===== config.mk =====
export PLATFORM = sky130hd
export DESIGN_NAME = uart_tx_fifo
export DESIGN_NICKNAME = d
export VERILOG_FILES = /design/src/rtl/uart_pkg.sv /design/src/rtl/sync_fifo.sv /design/src/rtl/uart_tx_fifo.sv
export SDC_FILE = /design/constraint.sdc
export NUM_CORES = 1
export LEC_CHECK = 0
export ABC_AREA = 1
export CORE_MARGIN = 3
export CORE_UTILIZATION = 50
export CTS_BUF_LIST = sky130_fd_sc_hd__clkbuf_2 sky130_fd_sc_hd__clkbuf_4 sky130_fd_sc_hd__clkbuf_8
export CTS_CLUSTER_SIZE = 40
export DETAILED_ROUTE_END_ITERATION = 8
export GPL_ROUTABILITY_DRIVEN = 0
export HOLD_SLACK_MARGIN = 0.08
export PLACE_DENSITY = 0.74
export SYNTH_ARGS = -nofsm -noshare
export SYNTH_HDL_FRONTEND = slang
export SYNTH_SLANG_ARGS = --single-unit

===== constraint.sdc =====
create_clock -name clk -period 4.6 [get_ports clk]
set_clock_uncertainty 0.2 [all_clocks]
set_input_delay 0.92 -clock clk [delete_from_list [all_inputs] [get_ports clk]]
set_output_delay 0.92 -clock clk [all_outputs]
set_load 0.005 [all_outputs]

===== src/rtl/uart_pkg.sv =====
// Shared types and constants for the UART transmit and receive paths.
package uart_pkg;

  typedef enum logic [1:0] {
    ST_IDLE,
    ST_START,
    ST_DATA,
    ST_STOP
  } uart_state_t;

  localparam int UART_DATA_BITS  = 8;
  localparam int UART_FRAME_BITS = 10;

endpackage


===== src/rtl/sync_fifo.sv =====
// Single-clock FIFO with occupancy count; a push into a full FIFO
// or a pop from an empty one is ignored.
module sync_fifo #(
  parameter int WIDTH = 8,
  parameter int DEPTH = 4
) (
  input  logic                       clk,
  input  logic                       rst,
  input  logic                       push,
  input  logic [WIDTH-1:0]           wdata,
  input  logic                       pop,
  output logic [WIDTH-1:0]           rdata,
  output logic                       full,
  output logic                       empty,
  output logic [$clog2(DEPTH):0]     count
);

  localparam int AW = $clog2(DEPTH);

  logic [WIDTH-1:0] mem [DEPTH];
  logic [AW-1:0]    wr_ptr;
  logic [AW-1:0]    rd_ptr;
  logic             push_ok;
  logic             pop_ok;

  assign full    = (count == (AW+1)'(DEPTH));
  assign empty   = (count == '0);
  assign push_ok = push && !full;
  assign pop_ok  = pop && !empty;
  assign rdata   = mem[rd_ptr];

  always_ff @(posedge clk) begin
    if (push_ok) begin
      mem[wr_ptr] <= wdata;
    end
  end

  // Pointers wrap naturally because DEPTH is a power of two.
  always_ff @(posedge clk) begin
    if (rst) begin
      wr_ptr <= '0;
      rd_ptr <= '0;
      count  <= '0;
    end else begin
      if (push_ok) begin
        wr_ptr <= wr_ptr + 1'b1;
      end
      if (pop_ok) begin
        rd_ptr <= rd_ptr + 1'b1;
      end
      unique case ({push_ok, pop_ok})
        2'b10:   count <= count + 1'b1;
        2'b01:   count <= count - 1'b1;
        default: count <= count;
      endcase
    end
  end

endmodule


===== src/rtl/uart_tx_fifo.sv =====
// Buffered 8N1 UART transmitter: byte FIFO feeding a serializer
// that chains frames back-to-back while data is queued.
module uart_tx_fifo
  import uart_pkg::*;
#(
  parameter int CLKS_PER_BIT = 16,
  parameter int FIFO_DEPTH   = 4
) (
  input  logic                          clk,
  input  logic                          rst,
  input  logic                          in_valid,
  output logic                          in_ready,
  input  logic [7:0]                    in_byte,
  output logic                          tx,
  output logic                          busy,
  output logic [$clog2(FIFO_DEPTH):0]   fifo_count
);

  localparam int BW = $clog2(CLKS_PER_BIT);
  localparam int NW = $clog2(UART_DATA_BITS);

  localparam logic [BW-1:0] BAUD_LAST = BW'(CLKS_PER_BIT - 1);
  localparam logic [NW-1:0] BIT_LAST  = NW'(UART_DATA_BITS - 1);

  uart_state_t state_q, state_d;

  logic [BW-1:0] baud_q, baud_d;
  logic [NW-1:0] bit_q, bit_d;
  logic [7:0]    shift_q, shift_d;
  logic          tx_q, tx_d;
  logic          busy_q, busy_d;

  logic          full;
  logic          empty;
  logic          push;
  logic          pop;
  logic [7:0]    head;
  logic          baud_done;

  assign in_ready  = !full && !rst;
  assign push      = in_valid && in_ready;
  assign baud_done = (baud_q == BAUD_LAST);
  assign tx        = tx_q;
  assign busy      = busy_q;

  sync_fifo #(
    .WIDTH (8),
    .DEPTH (FIFO_DEPTH)
  ) u_fifo (
    .clk   (clk),
    .rst   (rst),
    .push  (push),
    .wdata (in_byte),
    .pop   (pop),
    .rdata (head),
    .full  (full),
    .empty (empty),
    .count (fifo_count)
  );

  always_ff @(posedge clk) begin
    if (rst) begin
      state_q <= ST_IDLE;
      baud_q  <= '0;
      bit_q   <= '0;
      shift_q <= '0;
      tx_q    <= 1'b1;
      busy_q  <= 1'b0;
    end else begin
      state_q <= state_d;
      baud_q  <= baud_d;
      bit_q   <= bit_d;
      shift_q <= shift_d;
      tx_q    <= tx_d;
      busy_q  <= busy_d;
    end
  end

  always_comb begin
    state_d = state_q;
    unique case (state_q)
      ST_IDLE: begin
        if (!empty) state_d = ST_START;
      end
      ST_START: begin
        if (baud_done) state_d = ST_DATA;
      end
      ST_DATA: begin
        if (baud_done && bit_q == BIT_LAST) state_d = ST_STOP;
      end
      ST_STOP: begin
        if (baud_done) state_d = empty ? ST_IDLE : ST_START;
      end
      default: state_d = ST_IDLE;
    endcase
  end

  // Popping the next byte at the end of a stop bit keeps frames gapless.
  always_comb begin
    pop     = 1'b0;
    tx_d    = tx_q;
    baud_d  = baud_done ? '0 : baud_q + 1'b1;
    bit_d   = bit_q;
    shift_d = shift_q;
    unique case (state_q)
      ST_IDLE: begin
        baud_d = '0;
        tx_d   = 1'b1;
        if (!empty) begin
          pop  = 1'b1;
          tx_d = 1'b0;
        end
      end
      ST_START: begin
        if (baud_done) tx_d = shift_q[0];
      end
      ST_DATA: begin
        if (baud_done) begin
          bit_d   = bit_q + 1'b1;
          shift_d = shift_q >> 1;
          tx_d    = (bit_q == BIT_LAST) ? 1'b1 : shift_q[1];
        end
      end
      ST_STOP: begin
        if (baud_done && !empty) begin
          pop  = 1'b1;
          tx_d = 1'b0;
        end else if (baud_done) begin
          tx_d = 1'b1;
        end
      end
      default: tx_d = 1'b1;
    endcase
    if (pop) begin
      baud_d  = '0;
      bit_d   = '0;
      shift_d = head;
    end
    busy_d = (state_d != ST_IDLE);
  end

endmodule


Yosys cells after proc, flatten, opt, wreduce, memory -nomap -nowiden
Memory sizes are Yosys's and may differ from the RTL's. A register that Yosys moved wholly into a read port is not among the register bits.
Cells that the tools add are included.
W data, S select, Z words.

word-level totals
  register bits = 26
  RAM bits = 32
  input port bits = 11
  output and inout port bits = 6
  logic and storage cells = 71
  memories = 1

memory list
  memory      words  bits a word  read ports  clocked after memory_dff  wr ports  line             text
  u_fifo.mem  4      8            1           1                         1         sync_fifo.sv:20  logic [WIDTH-1:0] mem [DEPTH];

cells by class
  add/sub/neg operators = 6
  eq/ne operators = 11
  multiplexer cells = 24
  reductions and logical operators = 20

operators by type and width
  cell                   number
  $mux W8                3
  $mux W2                6
  $mux W1                11
  $pmux W2 S4            1
  $reduce_bool A2 Y1     4
  $add A3 B1 Y3 const B  2
  $eq A2 B2 Y1 const B   3
  $eq A3 B3 Y1 const B   2
  $logic_and A1 B1 Y1    6
  $pmux W3 S2            1
  $add A2 B1 Y2 const B  2
  $add A4 B1 Y4 const B  1
  $eq A2 B1 Y1 const B   2
  $eq A4 B4 Y1 const B   1
  $ne A2 B2 Y1 const B   2
  $pmux W1 S4            1
  $reduce_and A2 Y1      2
  $reduce_or A4 Y1       1
  $logic_not A1 Y1       3
  $logic_not A3 Y1       1
  $ne A3 B3 Y1 const B   1
  $reduce_and A3 Y1      1
  $sub A3 B1 Y3 const B  1
  $logic_not A2 Y1       1
  other kinds (2)        2

Logic depth before layout (Yosys ltp)
  word-level depth = 8
  gate-level depth with buffers = 14
  depth with buffers taken out = 14

Cells and area by module
Synthesis repeated with hierarchy kept, for this count alone.

unflattened totals
  cells, all modules = 303
  area total of the unflattened synthesis = 2840.2 um^2

by module, submodules not included
  module        times used  cells an instance  area an instance (um^2)  sequential area each (um^2)
  sync_fifo     1           146                1687.9                   1141.1
  uart_tx_fifo  1           157                1152.4                   380.4

Worst setup path before layout
OpenSTA, ideal clock, no wires.

  kind = input port to flip-flop
  start = input rst
  end = register u_fifo.count[2]
  library setup time = 122 ps
  data arrival time = 2442 ps
  required time = 4278 ps
  slack = 1836 ps
  stages = 10
  path buffers = 1
  cells stage by stage = clkbuf_1 a21oi_1 nand2_1 ha_1 inv_1 fa_1 a21oi_1 o21ai_0 o21ai_0 a21oi_1

on the way
  cells in the longest elaborated chain, start to end = 6
  elaborated cells on any way between the ends = 8
  those cells by class = eq/ne: 2; mux: 1; reduce/logical: 5

RTL lines
  element                                            line                text
  start, declared                                    uart_tx_fifo.sv:10  input logic rst,
  $logic_not A1 Y1 *                                 uart_tx_fifo.sv:40  assign in_ready = !full && !rst;
  $logic_and A1 B1 Y1 *                              uart_tx_fifo.sv:40
  net in_ready                                       uart_tx_fifo.sv:12  output logic in_ready,
  $logic_and A1 B1 Y1 *                              uart_tx_fifo.sv:41  assign push = in_valid && in_ready;
  $logic_and A1 B1 Y1 *                              sync_fifo.sv:28     assign push_ok = push && !full;
  $eq A2 B1 Y1 or $eq A2 B2 Y1 (tied branches)       sync_fifo.sv:51     unique case ({push_ok, pop_ok})
  $pmux W3 S2 or $reduce_bool A2 Y1 (tied branches)  --
  end signal, assigned                               sync_fifo.sv:52     2'b10: count <= count + 1'b1;
  end signal, assigned                               sync_fifo.sv:53     2'b01: count <= count - 1'b1;
  end signal, assigned                               sync_fifo.sv:54     default: count <= count;
  end, declared                                      sync_fifo.sv:15     output logic [$clog2(DEPTH):0] count

The timed path passes the listed nets; every way through them passes the cells marked *.
A chain may end at the register's enable or synchronous reset.

Worst setup path in the final report
  start = input rst
  end = output in_ready

on the way
  cells in the longest elaborated chain, start to end = 2

RTL lines
  element              line
  $logic_not A1 Y1     uart_tx_fifo.sv:40
  $logic_and A1 B1 Y1  uart_tx_fifo.sv:40
  end, declared        uart_tx_fifo.sv:12

No other way between the ends.

==> qor.json <==
{
  "post-route-drc-count": {"value": 0},
  "synth-warning-count": {"value": 0},
  "num-nets-final": {"value": 351},
  "drt_first_pass_iters": {"value": 4},
  "number_of_levels_in_the_clock_h_tree": {"value": 3},
  "max-vdd-ir-drop": {"value": 281, "unit": "uV"},
  "quantity_of_gates_resized_following_cts": {"value": 0},
  "synth.cell_area": {"value": 2740, "unit": "sq um"},
  "complex_gate_fraction_of_the_synthesized_area": {"value": 7.53, "unit": "%"},
  "worst_hold_path_type": {"value": "flop to flop"},
  "yosys_register_bits": {"value": 60},
  "period_share": {"value": 73.6, "unit": "%"},
  "global_route.usage.total": {"value": 16.7, "unit": "%"},
  "cts.repair_timing.setup_buffer_count": {"value": 0},
  "fp-row-count": {"value": 26},
  "clk_transition_reported_paths": {"value": 0.07, "unit": "ns"},
  "worstRegToRegCells": {"value": 14},
  "crit_arrival": {"value": 2.27, "unit": "ns"},
  "numCtsBuffers": {"value": 9},
  "achievable-frequency": {"value": 0.295, "unit": "GHz"},
  "dr.first_iter.drc_count": {"value": 86},
  "hpwl": {"value": 3340, "unit": "um"},
  "setup-violations-final": {"value": 0},
  "critical_path.endpoint_type": {"value": "output port"},
  "pin_count": {"value": 17},
  "rsz0062_at_grt": {"value": "false"},
  "placedInstanceArea": {"value": 2950, "unit": "sq um"},
  "finalCriticalPeriod": {"value": 3.39, "unit": "ns"},
  "start_util": {"value": 52.6, "unit": "%"},
  "routed_wire_length_per_instance": {"value": 11.3, "unit": "um"},
  "leakagePower": {"value": 1.31, "unit": "nW"},
  "antenna_found_initial": {"value": 0},
  "slew_violations": {"value": 0},
  "clockRootBuffer": {"value": "sky130_fd_sc_hd__clkbuf_8"},
  "die_width": {"value": 80.0, "unit": "um"},
  "synth.area.mux_share": {"value": 0, "unit": "%"},
  "timing.max_slew.rel_slack": {"value": 55.3, "unit": "%"},
  "post_synth_xor_area_fraction": {"value": 0.959, "unit": "%"},
  "netlist_instances": {"value": 307},
  "syn_nets": {"value": 332},
  "power-per-cell-area": {"value": 566, "unit": "nW/um^2"},
  "hold_end": {"value": "baud_q[0]"},
  "route.final.wire_length": {"value": 4540, "unit": "um"},
  "hold_start": {"value": "baud_q[0]"},
  "vias": {"value": 1913},
  "finalInstanceArea": {"value": 3210, "unit": "sq um"},
  "drive_above_1_share": {"value": 7.85, "unit": "%"},
  "finalCoreUtilization": {"value": 61.7, "unit": "%"},
  "synth-async-reset-ratio": {"value": 0, "unit": "%"},
  "synthesis.area_per_instance": {"value": 8.93, "unit": "sq um"},
  "antenna_cells_inserted": {"value": 0},
  "cp.required": {"value": 3.48, "unit": "ns"},
  "cts_tree": {"value": "built"},
  "fp.dieH": {"value": 80.0, "unit": "um"},
  "maxCapViolations": {"value": 0},
  "hold_viol_final": {"value": 0},
  "minimum_setup_slack_among_reg_to_reg_paths": {"value": 1.87, "unit": "ns"},
  "number_of_global_route_vias_before_repair": {"value": 1807},
  "clock_latency_of_the_later_clocked_register_in_the_worst_skew_pair": {"value": 0.34, "unit": "ns"},
  "netlist-cell-type-count": {"value": 29},
  "ctsHoldBuffers": {"value": 0},
  "clock_path_buffers": {"value": 2},
  "largest_family_of_logic_cells_by_synthesized_area": {"value": "simple AND/OR/NAND/NOR gates"},
  "synth_area_leader_cell": {"value": "sky130_fd_sc_hd__edfxtp_1"},
  "worstSetupStartpointType": {"value": "input port"},
  "critical_path.reg2reg.endpoint": {"value": "u_fifo.count[2]"},
  "grt_first_pass_wirelength": {"value": 7960, "unit": "um"},
  "synth-edff-count": {"value": 32},
  "ys_top_cells_by_area": {"value": "sky130_fd_sc_hd__edfxtp_1 (35%), sky130_fd_sc_hd__dfxtp_1 (20%), sky130_fd_sc_hd__nand2_1 (9.2%)"},
  "vias_per_cell": {"value": 4.77},
  "synth_top_area_share": {"value": 35.1, "unit": "%"},
  "grt.overflow.total": {"value": 0},
  "io_buffer_count": {"value": 16},
  "core-area": {"value": 5200, "unit": "sq um"},
  "grt_max_degree": {"value": 23},
  "hold_path_depth": {"value": 1},
  "transition_at_the_pin_with_the_smallest_max_transition_slack": {"value": 0.669, "unit": "ns"},
  "synth.yosys.seq_area_share": {"value": 55.5, "unit": "%"},
  "yosys.area_share.simple": {"value": 22.3, "unit": "%"},
  "area.growth.synth_to_final": {"value": 17.2, "unit": "%"},
  "fin_setup_tns": {"value": 0, "unit": "ns"},
  "die_area": {"value": 6400, "unit": "sq um"},
  "ant_nets": {"value": 0},
  "cts_num_sinks": {"value": 60},
  "worst_r2r_startpoint": {"value": "baud_q[0]"},
  "worst-path-max-fanout": {"value": 9},
  "timing_worst_setup_path_type": {"value": "input port to output port"},
  "status": {"value": "finished clean"},
  "yosys.area_share.adder": {"value": 6.67, "unit": "%"},
  "yosys_most_used_dff": {"value": "sky130_fd_sc_hd__edfxtp_1"}
}
layout make-up:
cell class	instances	area [sq um]
clock inverter	5	124
fill	464	1990
tap	70	87.6
timing repair buffer	16	160
clock buffer	11	139
multi-input combinational	198	1030
sequential	60	1520
inverter	41	154
synthesized netlist by cell type, drive strengths merged, types with 2 or more instances:
library cell / n
a21oi: 14
buf: 3
clkbuf: 5
dfxtp: 28
edfxtp: 32
ha: 13
inv: 41
nand2: 70
nand3: 16
nand4: 3
nor2: 51
o21ai: 22
o22ai: 2
xor2: 2
cell usage in the layout, fill, tap and decap left out, types with 2 or more instances in the layout:
master                            netlist  final
sky130_fd_sc_hd__nand2_4                2      2
sky130_fd_sc_hd__edfxtp_1              32     32
sky130_fd_sc_hd__nor2_1                48     48
sky130_fd_sc_hd__inv_1                 39     39
sky130_fd_sc_hd__nand4_1                2      2
sky130_fd_sc_hd__dfxtp_1               28     28
sky130_fd_sc_hd__nand2_1               67     67
sky130_fd_sc_hd__xor2_1                 2      2
sky130_fd_sc_hd__o21ai_0               20     20
sky130_fd_sc_hd__clkbuf_4               0      2
sky130_fd_sc_hd__bufinv_16              0      4
sky130_fd_sc_hd__nor2_4                 2      2
sky130_fd_sc_hd__o22ai_1                2      2
sky130_fd_sc_hd__clkbuf_8               0      9
sky130_fd_sc_hd__clkdlybuf4s50_1        0     16
sky130_fd_sc_hd__nand3_2                2      2
sky130_fd_sc_hd__inv_2                  2      2
sky130_fd_sc_hd__ha_1                  13     13
sky130_fd_sc_hd__a21oi_1               14     14
sky130_fd_sc_hd__nand3_1               14     14
sky130_fd_sc_hd__o21ai_1                2      2
worst max-delay path, stage by stage:
cell                              delay [ns]
sky130_fd_sc_hd__clkdlybuf4s50_1        0.57
sky130_fd_sc_hd__a21oi_1                0.24
sky130_fd_sc_hd__clkdlybuf4s50_1        0.53
worst max path at each step:
stage	startpoint	depth (start not counted)	endpoint	slack, ns
floorplan	rst	10	u_fifo.count[2]	1.84
global placement	rst	3	in_ready	1.21
detailed placement	rst	3	in_ready	1.20
CTS	rst	3	in_ready	1.20
global route	rst	3	in_ready	1.13
finish	rst	3	in_ready	1.21
layer usage:
metal  GRT usage, %  part of all wire, %  vias to the layer above
li1               -                    -                     1028
met1           19.6                   46                      855
met2           26.6                   48                       20
met3           5.19                  3.4                       10
met4           10.1                  2.9                        0
met5              0                    0                        -
where the power goes:
part           total [mW]  internal [mW]  switching (mW)
logic               0.488          0.188           0.300
registers           0.708          0.650          0.0583
clock network       0.622          0.425           0.196
total                1.82           1.26           0.555
cell families (layout without fill, tap and decap cells):
kind of cell | Yosys count | in the layout
fa+ha+maj | 14 | 14
buf+inv | 49 | 73
compound gates | 40 | 40
xor+xnor | 3 | 3
flops | 60 | 60
simple gates | 141 | 141
stage by stage:
step / total power, mW / hold WS, ns / cells / setup slack, ns
2_1_floorplan: 1.09 / 0.218 / 307 / 1.84
3_3_place_gp: 1.20 / 0.233 / 385 / 1.21
3_5_place_dp: 1.21 / 0.249 / 385 / 1.20
4_1_cts: 1.83 / 0.264 / 401 / 1.20
5_1_grt: 1.95 / 0.279 / 401 / 1.13
6_report: 1.82 / 0.253 / 401 / 1.21
registers in the layout (all words and copies together) (netlist names), 2 cells and up, named ones only:
register       cells
shift_q            8
state_q            2
u_fifo.count       3
u_fifo.mem        32
u_fifo.rd_ptr      2
baud_q             4
u_fifo.wr_ptr      2
bit_q              3
(Power assumes the default switching activity.)
